### config.mk
export PLATFORM = sky130hd
export DESIGN_NAME = instr_skid_reg_flat
export DESIGN_NICKNAME = d
export VERILOG_FILES = /design/src/rtl/instr_skid_reg_if.sv /design/src/rtl/instr_skid_reg.sv /design/src/flat_wrapper.sv
export SDC_FILE = /design/constraint.sdc
export NUM_CORES = 1
export LEC_CHECK = 0
export BUFFER_PORTS_ARGS = -buffer_cell sky130_fd_sc_hd__buf_4
export CAP_MARGIN = 5
export CORE_MARGIN = 2
export CORE_UTILIZATION = 44
export DETAILED_ROUTE_END_ITERATION = 7
export PLACE_DENSITY = 0.71
export SLEW_MARGIN = 10
export SYNTH_ARGS = -nofsm -noshare
export SYNTH_HDL_FRONTEND = slang
export SYNTH_SLANG_ARGS = --single-unit
### constraint.sdc
create_clock -name clk -period 1.8 [get_ports clk]
set_input_delay 0.18 -clock clk [delete_from_list [all_inputs] [get_ports clk]]
set_output_delay 0.18 -clock clk [all_outputs]
set_load 0.02 [all_outputs]
### src/rtl/instr_skid_reg_if.sv
`default_nettype none
// ============================================================================
// Module   : instr_skid_reg_if
// Brief    : Fetch-side / decode-side handshake bundle for instr_skid_reg.
// Revision : 1.0 - initial release
// ============================================================================
interface instr_skid_reg_if #(
  parameter int INSTR_W = 32,
  parameter int PC_W    = 32,
  parameter int OP_W    = 6,
  parameter int FUNC_W  = 6,
  parameter int CNT_W   = 16
);
  logic               flush;
  logic               in_valid;
  logic               in_ready;
  logic [INSTR_W-1:0] in_instr;
  logic [PC_W-1:0]    in_pc;
  logic               out_valid;
  logic               out_ready;
  logic [INSTR_W-1:0] out_instr;
  logic [PC_W-1:0]    out_pc;
  logic [OP_W-1:0]    out_op;
  logic [FUNC_W-1:0]  out_func;
  logic [CNT_W-1:0]   stall_cnt;

  modport master (
    output flush, in_valid, in_instr, in_pc, out_ready,
    input  in_ready, out_valid, out_instr, out_pc, out_op, out_func, stall_cnt
  );

  modport slave (
    input  flush, in_valid, in_instr, in_pc, out_ready,
    output in_ready, out_valid, out_instr, out_pc, out_op, out_func, stall_cnt
  );
endinterface
`default_nettype wire

### src/rtl/instr_skid_reg.sv
`default_nettype none
// ============================================================================
// Module   : instr_skid_reg
// Brief    : IF/ID instruction register with 2-entry skid buffer, flush to NOP
//            and saturating consumer-stall counter.
// Revision : 1.0 - initial release
// ============================================================================
module instr_skid_reg #(
  parameter int                 INSTR_W   = 32,
  parameter int                 PC_W      = 32,
  parameter int                 OP_W      = 6,
  parameter int                 OP_LSB    = 26,
  parameter int                 FUNC_W    = 6,
  parameter int                 FUNC_LSB  = 0,
  parameter logic [INSTR_W-1:0] NOP_INSTR = '0,
  parameter int                 CNT_W     = 16
) (
  input wire logic            clk,
  input wire logic            rst,
  instr_skid_reg_if.slave     bus
);
  localparam logic [CNT_W-1:0] c_cntMax = {CNT_W{1'b1}};
  localparam logic [CNT_W-1:0] c_cntOne = {{(CNT_W-1){1'b0}}, 1'b1};

  // Encoding is {skid_valid, main_valid}, so in_ready is a raw flop bit.
  typedef enum logic [1:0] {
    S_EMPTY = 2'b00,
    S_ONE   = 2'b01,
    S_FULL  = 2'b11
  } state_t;

  state_t             r_state;
  state_t             w_stateNext;
  logic [INSTR_W-1:0] r_mainInstr;
  logic [PC_W-1:0]    r_mainPc;
  logic [INSTR_W-1:0] r_skidInstr;
  logic [PC_W-1:0]    r_skidPc;
  logic [CNT_W-1:0]   r_stallCnt;

  logic w_mainValid;
  logic w_inReady;
  logic w_accept;
  logic w_drain;
  logic w_mainFromSkid;
  logic w_mainFromIn;
  logic w_skidFromIn;

  assign w_mainValid = r_state[0];
  assign w_inReady   = ~r_state[1];
  assign w_accept    = bus.in_valid & w_inReady;
  assign w_drain     = w_mainValid & bus.out_ready;

  always_ff @(posedge clk or negedge rst) begin
    if (!rst) begin
      r_state <= S_EMPTY;
    end else begin
      r_state <= w_stateNext;
    end
  end

  always_comb begin
    w_stateNext    = r_state;
    w_mainFromSkid = 1'b0;
    w_mainFromIn   = 1'b0;
    w_skidFromIn   = 1'b0;
    if (bus.flush) begin
      w_stateNext = S_EMPTY;
    end else begin
      case (r_state)
        S_EMPTY: begin
          if (w_accept) begin
            w_mainFromIn = 1'b1;
            w_stateNext  = S_ONE;
          end
        end
        S_ONE: begin
          if (w_drain) begin
            w_mainFromIn = w_accept;
            w_stateNext  = w_accept ? S_ONE : S_EMPTY;
          end else if (w_accept) begin
            w_skidFromIn = 1'b1;
            w_stateNext  = S_FULL;
          end
        end
        S_FULL: begin
          // Skid is always older than any new word, so it moves up first.
          if (w_drain) begin
            w_mainFromSkid = 1'b1;
            w_skidFromIn   = w_accept;
            w_stateNext    = w_accept ? S_FULL : S_ONE;
          end
        end
        default: w_stateNext = S_EMPTY;
      endcase
    end
  end

  always_ff @(posedge clk or negedge rst) begin
    if (!rst) begin
      r_mainInstr <= NOP_INSTR;
      r_mainPc    <= '0;
      r_skidInstr <= '0;
      r_skidPc    <= '0;
    end else begin
      // Flush bubbles the instruction word only; PC keeps its last value.
      if (bus.flush) begin
        r_mainInstr <= NOP_INSTR;
      end else if (w_mainFromSkid) begin
        r_mainInstr <= r_skidInstr;
        r_mainPc    <= r_skidPc;
      end else if (w_mainFromIn) begin
        r_mainInstr <= bus.in_instr;
        r_mainPc    <= bus.in_pc;
      end
      if (!bus.flush && w_skidFromIn) begin
        r_skidInstr <= bus.in_instr;
        r_skidPc    <= bus.in_pc;
      end
    end
  end

  always_ff @(posedge clk or negedge rst) begin
    if (!rst) begin
      r_stallCnt <= '0;
    end else if (w_mainValid && !bus.out_ready && (r_stallCnt != c_cntMax)) begin
      r_stallCnt <= r_stallCnt + c_cntOne;
    end
  end

  assign bus.in_ready  = w_inReady;
  assign bus.out_valid = w_mainValid;
  assign bus.out_instr = r_mainInstr;
  assign bus.out_pc    = r_mainPc;
  assign bus.out_op    = r_mainInstr[OP_LSB +: OP_W];
  assign bus.out_func  = r_mainInstr[FUNC_LSB +: FUNC_W];
  assign bus.stall_cnt = r_stallCnt;
endmodule
`default_nettype wire
### src/flat_wrapper.sv
// flat-port wrapper written by rule: the top's interface ports become plain ports
module instr_skid_reg_flat 
#(
  parameter int                 INSTR_W   = 32,
  parameter int                 PC_W      = 32,
  parameter int                 OP_W      = 6,
  parameter int                 OP_LSB    = 26,
  parameter int                 FUNC_W    = 6,
  parameter int                 FUNC_LSB  = 0,
  parameter logic [INSTR_W-1:0] NOP_INSTR = '0,
  parameter int                 CNT_W     = 16
)
  (clk, rst, bus_flush, bus_in_valid, bus_in_instr, bus_in_pc, bus_out_ready, bus_in_ready, bus_out_valid, bus_out_instr, bus_out_pc, bus_out_op, bus_out_func, bus_stall_cnt);
  instr_skid_reg_if #(.INSTR_W(INSTR_W), .PC_W(PC_W), .OP_W(OP_W), .FUNC_W(FUNC_W), .CNT_W(CNT_W)) bus_i ();
  input wire logic clk;
  input wire logic rst;
  input wire logic [$bits(bus_i.flush)-1:0] bus_flush;
  input wire logic [$bits(bus_i.in_valid)-1:0] bus_in_valid;
  input wire logic [$bits(bus_i.in_instr)-1:0] bus_in_instr;
  input wire logic [$bits(bus_i.in_pc)-1:0] bus_in_pc;
  input wire logic [$bits(bus_i.out_ready)-1:0] bus_out_ready;
  output wire logic [$bits(bus_i.in_ready)-1:0] bus_in_ready;
  output wire logic [$bits(bus_i.out_valid)-1:0] bus_out_valid;
  output wire logic [$bits(bus_i.out_instr)-1:0] bus_out_instr;
  output wire logic [$bits(bus_i.out_pc)-1:0] bus_out_pc;
  output wire logic [$bits(bus_i.out_op)-1:0] bus_out_op;
  output wire logic [$bits(bus_i.out_func)-1:0] bus_out_func;
  output wire logic [$bits(bus_i.stall_cnt)-1:0] bus_stall_cnt;
  assign bus_i.flush = bus_flush;
  assign bus_i.in_valid = bus_in_valid;
  assign bus_i.in_instr = bus_in_instr;
  assign bus_i.in_pc = bus_in_pc;
  assign bus_i.out_ready = bus_out_ready;
  assign bus_in_ready = bus_i.in_ready;
  assign bus_out_valid = bus_i.out_valid;
  assign bus_out_instr = bus_i.out_instr;
  assign bus_out_pc = bus_i.out_pc;
  assign bus_out_op = bus_i.out_op;
  assign bus_out_func = bus_i.out_func;
  assign bus_stall_cnt = bus_i.stall_cnt;
  instr_skid_reg #(.INSTR_W(INSTR_W), .PC_W(PC_W), .OP_W(OP_W), .OP_LSB(OP_LSB), .FUNC_W(FUNC_W), .FUNC_LSB(FUNC_LSB), .NOP_INSTR(NOP_INSTR), .CNT_W(CNT_W)) u_core (.clk(clk), .rst(rst), .bus(bus_i));
endmodule
; Word level (Yosys, flattened, before mapping)
; Index checks and enable logic that the tools add are counted.
[word_totals]
output_inout_bits = 94
n_memories = 0
regBits = 146
romBits = 0
mem_bits_rw = 0
in_bits = 69
latch_bits = 0
[classes]
div_mod_pow = 0
addsub = 1
n_mul = 0
eq_ne = 6
shift = 0
n_mux = 23
n_lt_le_gt_ge = 0
bitwise = 4
n_reduce_logical = 10
[op_table]
columns = cell, n
row1 = $mux 32, 5
row2 = $add 16x1->16 const B, 1
row3 = $ne 16x16->1 const B, 1
row4 = $mux 2, 6
row5 = $mux 1, 9
row6 = $ne 3x2->1 const B, 2
row7 = $pmux 2 s3, 1
row8 = $ne 4x2->1 const B, 1
row9 = $pmux 1 s2, 2
row10 = $logic_and 1x1->1, 3
row11 = $reduce_and 3->1, 1
row12 = $reduce_bool 3->1, 1
row13 = $and 1x1->1, 2
row14 = $eq 2x1->1 const B, 1
row15 = $eq 2x2->1 const B, 1
row16 = $logic_not 1->1, 2
row17 = $logic_not 2->1, 1
row18 = $not 1->1, 2
row19 = $reduce_and 2->1, 1
row20 = $reduce_bool 2->1, 1

; Logic depth before layout (Yosys ltp)
; Gate-level depths: netlist (run 1).
[depth]
ltp_word = 8
mapped_depth = 6
ltp_nobuf = 5

; Worst setup path before layout (run 1)
; OpenSTA, ideal clock, no wires.
[synth_path]
path_kind = register to register
from = register u_core.r_stallCnt[0], in the netlist u_core.bus.stall_cnt[0]
to = register u_core.r_stallCnt[1], in the netlist u_core.bus.stall_cnt[1]
t_required_ps = 1675
t_arrival_ps = 1673
period_less_slack_ps = 1798
stages_incl_launch_ff = 7
slack_ps = 2
path_buffers = 1
setup_ps = 125
path_cell_list = dfrtp_1 -> ha_1 -> nand2_1 -> nor4_1 -> buf_2 -> a21oi_1 -> mux2_2
[synth_via]
elab_chain_cells = 2
elab_cells_between_ends = 3
cone_classes = add/sub (1) / eq/ne (1) / reduce/logical (1)
[synth_rtl]
columns = item, line_no
row1 = start: declaration, instr_skid_reg.sv:38  ; logic [CNT_W-1:0] r_stallCnt;
row2 = start signal: assignment, instr_skid_reg.sv:126  ; r_stallCnt <= r_stallCnt + c_cntOne;
row3 = "parallel branches: the longest is 2 deep, another holds $add 16x1->16", -
; Parallel ways; which one is timed is not known.
; A chain may end at the register's enable or synchronous reset.

; Final worst setup path (run 1)
[layout_path]
from = register u_core.r_stallCnt[3], in the netlist u_core.bus.stall_cnt[3]
to = register u_core.r_stallCnt[13], in the netlist u_core.bus.stall_cnt[13]
; The elaborated chain is that of the path after synthesis.

==> results.md, run 1 <==
* H-tree depth at 4
* R2R depth at 4
* Die Y at roughly 120 um
* Num ports at 163
* RSZ-0062 raised after global routing: yes
* Worst slew margin at between 60 and 70%
* Worst Hold End: u_core.r_skidPc[22]
* Dpl ws at 0.5616 ps
* Hpwl dp at a little over 9 mm
* MaxCap Viol Count at 0
* CTS root buf: clkbuf_16
* Initial Util at a little under half
* Register bit total from synthesis at roughly 150
* Period utilization at a little over nine tenths
* Leak at 4.799 nW
* Core Area at 13,830 um2
* Synth-to-layout area growth at 46.14%
* Kind of critical path: reg2reg
* Routed via count at about 4,700
* Vias in the first global route at between 4,000 and 5,000
* CP cell instances: nand4b_1 -> or3_1 -> nor4_2 -> xor2_1
* Worst slew pin tran at between 500 and 600 ps
* Netlist cell types at 39
* CP max stage cell: or3_1
* Hold path startpoint: bus_in_pc[22]
* Routed len/inst at approximately 17 um
* Worst EP arrival at roughly 2100 ps
* # rows at 43
* Setup repair bufs after CTS at 0
* Port Buf Inserts at 162
* Layout cells sized above 1 at a little under a third
* Crit path max-delay family: simple AND/OR/NAND/NOR gates
* ANT nets after route at 0
* Ant diodes at 0
* Clock buffer depth at 2
* CP Launch Type: register
* Sequential fraction of the synthesis area at between 50% and 60%
* Final #Nets at 780
* Die area at between 15,000 and 20,000 um2
* CTS sink cnt at 146
* Synthesized net count at 550
* Die X at between 100 and 150 um
* Worst path required time at approximately 2100 ps
* Worst-skew pair later-pin latency at between 400 and 500 ps
* Grt total ovfl at 0
* Mapped Area at 6223 um2
* Total GRT Usage at between 10% and 20%
* Power per standard cell area at 1106 nW/um2
* Buf/Inv on CP at 0
* TritonRoute pass-1 iters at 4
* Vias per inst at around 5.2
* Critical Path Max Stage Delay at 510 ps
* Critical path endpoint category: register
* Final GP Congestion at around 0.8
* Worst Setup Slack, final at approximately 67 ps
* Hold slack at 16.72 ps
* Max Fclk at a little under 600 MHz
* Yosys warns at 0
* Final wirelength at approximately 15 mm
* WHS Path Cells at 2
* R2r endpoint: u_core.bus.stall_cnt[13]
* DRC violation total after the first TritonRoute iteration at about 210
* TritonCTS clock tree: done
* VDD IR max at about 700 uV
* Final Max Tran Viols at 0
* Num CTS Buffers at 17
* Endpoints failing hold at 0
* Drc violations at 0
* Clock Skews at a little under 7 ps
* Class of the worst hold path: in2reg
* Final Critical Period at 1733 ps
* Largest net degree at the start of global routing at 65
* Crit. path cell count at 4
* Finish-stage setup viols at 0
* Antenna violations before repair at 0
* First-pass GRT wire length at 22.80 mm
* Flop2flop setup slack at 70 ps
* Synthesized area per cell at roughly 13 um2
* Clk slew on worst S/H paths at 60 ps
* Crit path max fanout at 6
* Cells after Synth at 480
* Origin of the critical flop-to-flop path: u_core.bus.stall_cnt[3]
* Outcome: finished clean
[state kept, by name, indices dropped and copies added (netlist names)]
register and flops:
u_core.r_state 2, u_core.bus.stall_cnt 16, u_core.r_skidPc 32, u_core.bus.out_pc 32, u_core.bus.out_instr 32, u_core.r_skidInstr 32
[Yosys cell counts (all sizes together)]
library cell | instances | area share, %
a2111oi | 2 | 0.38
a211oi | 3 | 0.36
a21o | 32 | 3.9
a21oi | 2 | 0.16
a22o | 32 | 4.5
and2 | 1 | 0.10
and4 | 2 | 0.28
and4b | 1 | 0.16
buf | 24 | 3.0
clkbuf | 16 | 0.97
dfrtp | 146 | 59
ha | 1 | 0.20
inv | 4 | 0.24
mux2 | 65 | 12
mux2i | 32 | 5.1
nand2 | 37 | 2.2
nand2b | 1 | 0.10
nand3 | 6 | 0.48
nand3b | 1 | 0.12
nand4 | 3 | 0.30
nand4b | 3 | 0.42
nor2 | 3 | 0.18
nor2b | 2 | 0.20
nor3 | 5 | 0.40
nor4 | 4 | 0.50
nor4b | 1 | 0.14
o21a | 1 | 0.12
o21ai | 33 | 2.7
or3 | 2 | 0.20
or4 | 1 | 0.12
xnor2 | 5 | 0.70
xor2 | 9 | 1.3
[final cells by class]
| cell class | instances | area (um2) |
|---|---|---|
| flip-flops and latches | 146 | 3654 |
| multi-input cells | 290 | 2344 |
| repair buffers | 251 | 2188 |
| inverters | 4 | 15.01 |
| fillers | 1018 | 4732 |
| clock buffers | 23 | 498.0 |
| well taps | 180 | 225.2 |
| clock inverters | 8 | 171.4 |
[where the power goes]
part           switching, W  internal (W)
Sequential         0.000349       0.00388
Clock               0.00130       0.00264
Combinational      0.000934      0.000956
[logic make-up after synthesis]
kind of cell	after synthesis	synth area share, %
adder cells (fa/ha/maj)	1	0.2010
buffers and inverters	44	4.222
flip-flops	146	58.71
XOR/XNOR	14	1.970
AO/OA/AOI/OAI	105	12.04
AND/OR/NAND/NOR	73	5.951
multiplexers	97	16.91
[per-layer routing]
layer	track usage, %	part of all wire, %	up-vias	wire length [um]
met5	0	0	-	0
met4	6.968	1.3	0	193
met3	5.766	6.2	19	945
met2	31.56	49	148	7423
met1	25.40	44	2358	6674
li1	-	-	2178	-
[through the flow]
step	cell area [um2]	setup TNS, ps	power (W)	cells	util, %
2_1_floorplan	6223	0	0.005147	480	-
3_3_place_gp	7689	0	0.005933	803	55.61
3_5_place_dp	7689	0	0.006035	803	55.61
4_1_cts	9031	0	0.01011	900	65.32
5_1_grt	9095	-20.50	0.01051	902	65.78
6_report	9095	0	0.01006	902	65.78
[cells in the final DEF, fill, tap and decap left out, types with 2 or more instances in the layout]
| cell | netlist | final |
|---|---|---|
| a211oi_1 | 3 | 3 |
| a21o_1 | 32 | 32 |
| a21oi_1 | 2 | 2 |
| a22o_1 | 32 | 32 |
| and4_1 | 2 | 2 |
| buf_12 | 0 | 8 |
| buf_4 | 13 | 174 |
| bufinv_16 | 0 | 5 |
| clkbuf_16 | 0 | 19 |
| clkbuf_8 | 0 | 5 |
| dfrtp_1 | 146 | 146 |
| dlygate4sd3_1 | 0 | 66 |
| inv_1 | 4 | 4 |
| mux2_1 | 60 | 60 |
| mux2_2 | 5 | 5 |
| mux2i_1 | 32 | 32 |
| nand2_1 | 37 | 37 |
| nand3_1 | 6 | 6 |
| nand4_1 | 3 | 3 |
| nand4b_1 | 3 | 3 |
| nor2_1 | 3 | 2 |
| nor2b_1 | 2 | 2 |
| nor3_1 | 5 | 4 |
| nor4_1 | 3 | 2 |
| nor4_2 | 1 | 2 |
| o21ai_0 | 5 | 5 |
| o21ai_1 | 28 | 28 |
| xnor2_1 | 5 | 5 |
| xor2_1 | 9 | 9 |
[how the worst max path moves through the flow]
| stage | start | endpoint | slack [ps] |
|---|---|---|---|
| detailed placement | u_core.bus.stall_cnt[1] | u_core.bus.stall_cnt[10] | 0.6 |
| floorplan | u_core.bus.stall_cnt[0] | u_core.bus.stall_cnt[1] | 2 |
| finish | u_core.bus.stall_cnt[3] | u_core.bus.stall_cnt[13] | 70 |
| global route | u_core.bus.stall_cnt[1] | u_core.bus.stall_cnt[4] | -20 |
| global placement | u_core.r_state[1] | u_core.bus.out_pc[22] | 50 |
| CTS | u_core.r_state[1] | u_core.bus.out_pc[23] | 0.9 |
[repair_timing]
| action | in CTS | in global routing |
|---|---|---|
| pin swaps | 0 | 1 |
| endpoints found under the hold margin | 117 | 0 |
| setup endpoints to repair | 1 | 81 |
| resized for setup | 1 | 4 |
| hold buffers | 66 | 0 |
| cloned | 0 | 2 |
(Power assumes the default switching activity.)
==> run 2, diff against run 1 <==
--- a/config.mk
+++ b/config.mk
@@ -5,6 +5,7 @@
 export SDC_FILE = /design/constraint.sdc
 export NUM_CORES = 1
 export LEC_CHECK = 0
+export ABC_AREA = 1
 export BUFFER_PORTS_ARGS = -buffer_cell sky130_fd_sc_hd__buf_4
 export CAP_MARGIN = 5
 export CORE_MARGIN = 2
==> run 2 against run 1 <==
  * Synthesized cell count is 76% higher
  * Final cell count is 32% higher
  * Count of clock-buffer cells in the layout is 3 lower
  * Combinational power hardly changed
  * Critical path type unchanged
  * Critical endpoint is now u_core.bus.stall_cnt[8]
==> results.md, run 2 <==
* Vias in the first global route at roughly 5,300
* Commonest cells in the netlist: nand2_1 (280), dfrtp_1 (146), inv_1 (111)
* # rows at 45
* H-tree depth at 4
* Largest net degree at the start of global routing at 69
* Worst-skew pair later-pin latency at 420 ps
* Setup repair bufs after CTS at 0
* Die X at between 100 and 150 um
* Vias per inst at between 4 and 5
* CTS sink cnt at 146
* WHS Path Cells at 3
* CTS root buf: clkbuf_16
* Drc violations at 0
* Multi-input logic area at approximately 2400 um2
* Yosys warns at 0
* Synthesized net count at between 900 and 1,000
* Hpwl dp at about 10 mm
* Hold path startpoint: bus_in_instr[1]
* Synth-to-layout area growth at 30.28%
* Crit path max-delay family: simple AND/OR/NAND/NOR gates
* Period utilization at 85.13%
* Ys async rst share at between 90% and 100%
* CP Launch Type: register
* Layout cells sized above 1 at around 22%
* Die area at around 16,000 um2
* Final Max Tran Viols at 0
* Worst slew pin tran at 488.9 ps
* Ant diodes at 0
* Finish-stage setup viols at 0
* Core Area at ~15,000 um2
* Number of synthesized flops with an enable pin at 0
* Antenna violations before repair at 0
* Final Critical Period at ~1500 ps
* Die Y at ~130 um
* CP cell instances: ha_1 -> nand2_1 -> nor2_1 -> nand3_1 -> nand2_1 -> nand2_4 -> nand2_1 -> o21ai_0
* Crit path top cell by count: nand2_1
* Grt total ovfl at 0
* Outcome: finished clean
* Final GP Congestion at slightly above 0.8
* Flop2flop setup slack at about 270 ps
* Origin of the critical flop-to-flop path: u_core.bus.stall_cnt[0]
* Netlist cell types at 24
* Register bit total from synthesis at between 100 and 150
* Total power at approximately 0.010 W
* Final wirelength at about 15 mm
* Commonest non-fill, non-tap cell in the layout: nand2_1
* ANT nets after route at 0
* Largest area contributor in the netlist: dfrtp_1
* Leak at 4.711 nW
* TritonRoute pass-1 iters at 5
* Critical path endpoint category: register
* Buf/Inv on CP at 0
* Clock Skews at 5.180 ps
* Max Fclk at ~650 MHz
* DRC violation total after the first TritonRoute iteration at roughly 300
* Commonest cells after routing, fill and taps aside: nand2_1 (280), buf_4 (171), dfrtp_1 (146)
* Crit path max fanout at 19
* Fill count at 1,365
* Endpoints failing hold at 0
* Num CTS Buffers at 17
* Worst EP arrival at around 1800 ps
* TNS Setup at 0 ps
* Sequential fraction of the synthesis area at 54.10%
* Worst path required time at between 2000 and 2500 ps
* Routed via count at 5,682
* Routed len/inst at 13.00 um
* R2R depth at 8
* Top-area cell type share of the netlist area at between 50% and 60%
* Port Buf Inserts at about 160
* Clock buffer depth at 2
* Clk slew on worst S/H paths at 60 ps
* Most area-consuming cells after synthesis: dfrtp_1 (54%), nand2_1 (16%), o21ai_0 (6.7%)
* Worst slew margin at about 67%
* Cells after Synth at roughly 840
* R2r endpoint: u_core.bus.stall_cnt[8]
* TritonCTS clock tree: done
* Num ports at 163
* Top-count cell post-synth: nand2_1
* Top FF cell, synth: dfrtp_1
* CP max stage cell: dfrtp_1
* Area occupied by registers at roughly 3700 um2
* Synthesized area per cell at about 8 um2
* Kind of critical path: reg2reg
* Power per standard cell area at approximately 1100 nW/um2
* VDD IR max at between 600 and 700 uV
* MaxCap Viol Count at 0
* Final #Nets at 1,059
* Initial Util at 44.75%
* Worst Hold End: u_core.bus.out_instr[1]
* Total GRT Usage at 19.91%
* Mapped Area at 6753 um2
* Critical Path Max Stage Delay at between 400 and 500 ps
* RSZ-0062 raised after global routing: no
* Class of the worst hold path: in2reg
* First-pass GRT wire length at 25.85 mm
## run 2: cell count changes in the layout (fill, tap and decap cells not counted), moves of 9 or more
cell,change
nand3_1,+74
mux2i_1,-32
mux2_1,-60
a21oi_1,+9
o21ai_0,+86
inv_1,+107
o21ai_1,-13
nor2_1,+27
dlygate4sd3_1,-65
a21o_1,-32
a22o_1,-32
nand2_1,+243
## run 2: power breakdown
part,total [W],leakage (nW),switching (W),internal (W)
sequential,0.00426,1.85,0.000377,0.00388
combinational,0.00186,2.54,0.00107,0.000796
clock,0.00396,0.318,0.00138,0.00257
## run 2: cells by family after synthesis
kind of cell	Yosys count	synth area share (%)
XOR/XNOR	8	1.038
AO/OA/AOI/OAI	120	9.172
AND/OR/NAND/NOR	401	24.40
buffers and inverters	168	11.10
flip-flops	146	54.10
adder cells (fa/ha/maj)	1	0.1853
## run 2: worst max path at each step
stage / from / endpoint / slack [ps] / cells past startpoint
2_1_floorplan: u_core.bus.stall_cnt[1] / u_core.bus.stall_cnt[13] / 200 / 9
3_3_place_gp: u_core.bus.stall_cnt[0] / u_core.bus.stall_cnt[7] / 260 / 8
3_5_place_dp: u_core.bus.stall_cnt[0] / u_core.bus.stall_cnt[4] / 200 / 7
4_1_cts: u_core.bus.stall_cnt[0] / u_core.bus.stall_cnt[4] / 180 / 7
5_1_grt: u_core.bus.stall_cnt[1] / u_core.bus.stall_cnt[4] / 80 / 8
6_report: u_core.bus.stall_cnt[0] / u_core.bus.stall_cnt[8] / 270 / 8
## run 2: area by class of cell
class / count / area share (%)
Clock buffer: 20 / 5.305
Inverter: 114 / 4.864
Sequential cell: 146 / 41.53
Multi-Input combinational cell: 530 / 26.88
Timing Repair Buffer: 180 / 16.43
Tap cell: 188 / 2.674
Clock inverter: 12 / 2.318
## run 2: worst reg2reg max path, stage by stage, from the launching register on
cell	delay [ps]
dfrtp_1	420
ha_1	230
nand2_1	60
nor2_1	120
nand3_1	110
nand2_1	130
nand2_4	150
nand2_1	100
o21ai_0	80
## run 2: stage by stage
| step | util [%] | std cells | worst slack [ps] | hold WS, ps | instance area, um2 |
|---|---|---|---|---|---|
| 2_1_floorplan | - | 844 | 195.2 | -115.6 | 6753 |
| 3_3_place_gp | 53.76 | 1157 | 261.3 | 167.8 | 8112 |
| 3_5_place_dp | 53.76 | 1157 | 201.7 | 162.7 | 8112 |
| 4_1_cts | 58.27 | 1190 | 183.8 | 1.131 | 8792 |
| 5_1_grt | 58.30 | 1190 | 81.22 | 6.425 | 8797 |
| 6_report | 58.30 | 1190 | 267.7 | 16.00 | 8797 |
## run 2: per-layer routing
metal,GRT usage (%),vias to the layer above,part of all wire [%]
met3,5.259,9,5.7
li1,-,2904,-
met2,32.21,160,48
met4,5.301,0,0.71
met5,0,-,0
met1,26.75,2609,46
## run 2: repair_timing
action	in CTS	in global routing
hold endpoints to repair	46	0
endpoints found under the setup margin	0	2
resized for setup	0	1
hold buffers	1	0
==> run 3, diff against run 2 <==
--- a/config.mk
+++ b/config.mk
@@ -11,7 +11,7 @@
 export CORE_MARGIN = 2
 export CORE_UTILIZATION = 44
 export DETAILED_ROUTE_END_ITERATION = 7
-export PLACE_DENSITY = 0.71
+export PLACE_DENSITY = 0.68
 export SLEW_MARGIN = 10
 export SYNTH_ARGS = -nofsm -noshare
 export SYNTH_HDL_FRONTEND = slang
==> run 3 against run 2 <==
  * Sequential share of layout area barely moved
  * Core utilization barely moved
  * Global-route usage fell by 0.19 points
  * Fmax fell by 1.9%
  * Critical path depth fell by 2
  * Via count rose by 0.53%
  * Flip-flop and latch count did not move
  * Critical endpoint is now u_core.r_skidPc[26]
  * Critical path type unchanged
  * Setup slack got worse by 29 ps
  * Die area did not move
==> results.md, run 3 (synthesis results as in run 2) <==
* Synth-to-layout area growth at 30.39%
* CTS sink cnt at 146
* Setup repair bufs after CTS at 0
* Vias in the first global route at between 5,000 and 6,000
* VDD IR max at between 600 and 700 uV
* TNS Setup at 0 ps
* CP max stage cell: dfrtp_1
* Finish-stage setup viols at 0
* Leak at ~4.7 nW
* Routed via count at around 5,700
* Ant diodes at 0
* CP cell instances: inv_2 -> nor2_4 -> nand4_1 -> buf_12 -> nor2_1 -> a21oi_1
* WHS Path Cells at 3
* Sequential share of power at between 40% and 50%
* Net Sw Frac at between 20% and 30%
* Total GRT Usage at about 20%
* Final wirelength at approximately 15 mm
* Endpoints failing hold at 0
* Clk slew on worst S/H paths at about 60 ps
* Buf/Inv on CP at 2
* Num CTS Buffers at 17
* Drc violations at 0
* Worst Setup Slack, final at 238.8 ps
* Utilization after layout at between 50% and 60%
* Kind of critical path: reg2reg
* RSZ-0062 raised after global routing: no
* Final Critical Period at between 1500 and 2000 ps
* Final GP Congestion at about 0.75
* Core Area at ~15,000 um2
* Combinational power share at approximately a fifth
* Period utilization at around 87%
* Worst slew margin at between 70% and 80%
* Clock buffer depth at 2
* Commonest cells after routing, fill and taps aside: nand2_1 (280), buf_4 (168), dfrtp_1 (146)
* CTS root buf: clkbuf_16
* Layout cells sized above 1 at 21.88%
* Placed cell areas at a little over 8000 um2
* Worst path required time at around 2100 ps
* Grt total ovfl at 0
* Die Y at around 130 um
* Clk pwr share at between 30% and 40%
* Critical path endpoint category: register
* TritonCTS clock tree: done
* Critical Path Max Stage Delay at between 400 and 500 ps
* Port Buf Inserts at about 160
* Worst-skew pair later-pin latency at 420 ps
* Vias per inst at 4.804
* Num ports at around 160
* Routed len/inst at between 10 and 15 um
* Final Cell Area at about 9000 um2
* Hpwl dp at around 10 mm
* Largest net degree at the start of global routing at 84
* Max Fclk at roughly 640 MHz
* CP Launch Type: register
* Die area at around 16,000 um2
* Clock Skews at approximately 6.4 ps
* Int Pwr at 0.007234 W
* Die X at ~130 um
* Power per standard cell area at ~1100 nW/um2
* Crit path max-delay family: flip-flops
* MaxCap Viol Count at 0
* # rows at 45
* Crit. path cell count at 6
* Met1 GRT Util at 27.53%
* Crit path max fanout at 83
* R2R depth at 6
* Commonest non-fill, non-tap cell in the layout: nand2_1
* GRT busiest layer: met2
* Grt met2 use at a little under a third
* Antenna violations before repair at 0
* GRT met3 Usage at between 4 and 5%
* H-tree depth at 4
* Outcome: finished clean
* Worst EP arrival at between 1500 and 2000 ps
* TritonRoute pass-1 iters at 5
* Switching pwr at approximately 0.0028 W
* ANT nets after route at 0
* Initial Util at about 45%
* Worst slew pin tran at 370.5 ps
* Class of the worst hold path: in2reg
* Final Max Tran Viols at 0
* DRC violation total after the first TritonRoute iteration at between 400 and 500
* First-pass GRT wire length at 25.83 mm
* Dpl ws at about 170 ps
* Final #Nets at roughly 1,100
[run 3: cell type report]
cell class	count	area (um2)
fill	1400	6285
clock buffer	21	470.5
inverter	114	427.9
sequential	146	3654
timing repair buffer	180	1473
tap	188	235.2
multi-input combinational	530	2365
clock inverter	10	180.2
[run 3: worst paths after layout]
| kind | startpoint | slack, ps | endpoint |
|---|---|---|---|
| max | u_core.r_state[0] | 240 | u_core.r_skidPc[26] |
| min | bus_in_instr[3] | 10 | u_core.bus.out_instr[3] |
| max reg2reg | u_core.r_state[0] | 240 | u_core.r_skidPc[26] |
| min reg2reg | u_core.bus.out_instr[16] | 480 | u_core.bus.out_instr[16] |
| max in group asynchronous | rst | 960 | u_core.r_skidPc[26] |
| min in group asynchronous | rst | 220 | u_core.r_skidInstr[9] |
[run 3: worst reg2reg max path: stages (launching register included)]
cell	delay [ps]
dfrtp_1	480
inv_2	100
nor2_4	120
nand4_1	230
buf_12	290
nor2_1	170
a21oi_1	50
[run 3: power by group through the flow]
stage | logic [W] | registers, W | clock network, W
3_5_place_dp | 0.00188 | 0.00430 | 0
4_1_cts | 0.00188 | 0.00426 | 0.00397
5_1_grt | 0.00209 | 0.00434 | 0.00410
3_3_place_gp | 0.00184 | 0.00428 | 0
6_report | 0.00186 | 0.00426 | 0.00389
2_1_floorplan | 0.000769 | 0.00454 | 0
[run 3: routing by layer]
layer	vias up	wire length [um]	share of wire, %
met5	-	0	0
met4	0	227	1.5
met3	18	931	6.1
met2	158	7016	46
met1	2631	7189	47
li1	2905	-	-
[run 3: per-stage QoR]
step | cells | hold WS, ps | total power [W]
after CTS | 1189 | 0.1542 | 0.01011
final | 1189 | 11.84 | 0.01000
after floorplan | 844 | -115.6 | 0.005311
after detailed placement | 1156 | 107.8 | 0.006179
after global routing | 1189 | 5.780 | 0.01053
after global placement | 1156 | 115.4 | 0.006120
[run 3: timing repair]
item	CTS	global route
hold buffers	2	0
setup endpoints to repair	0	1
resized for setup	0	1
hold endpoints to repair	35	0
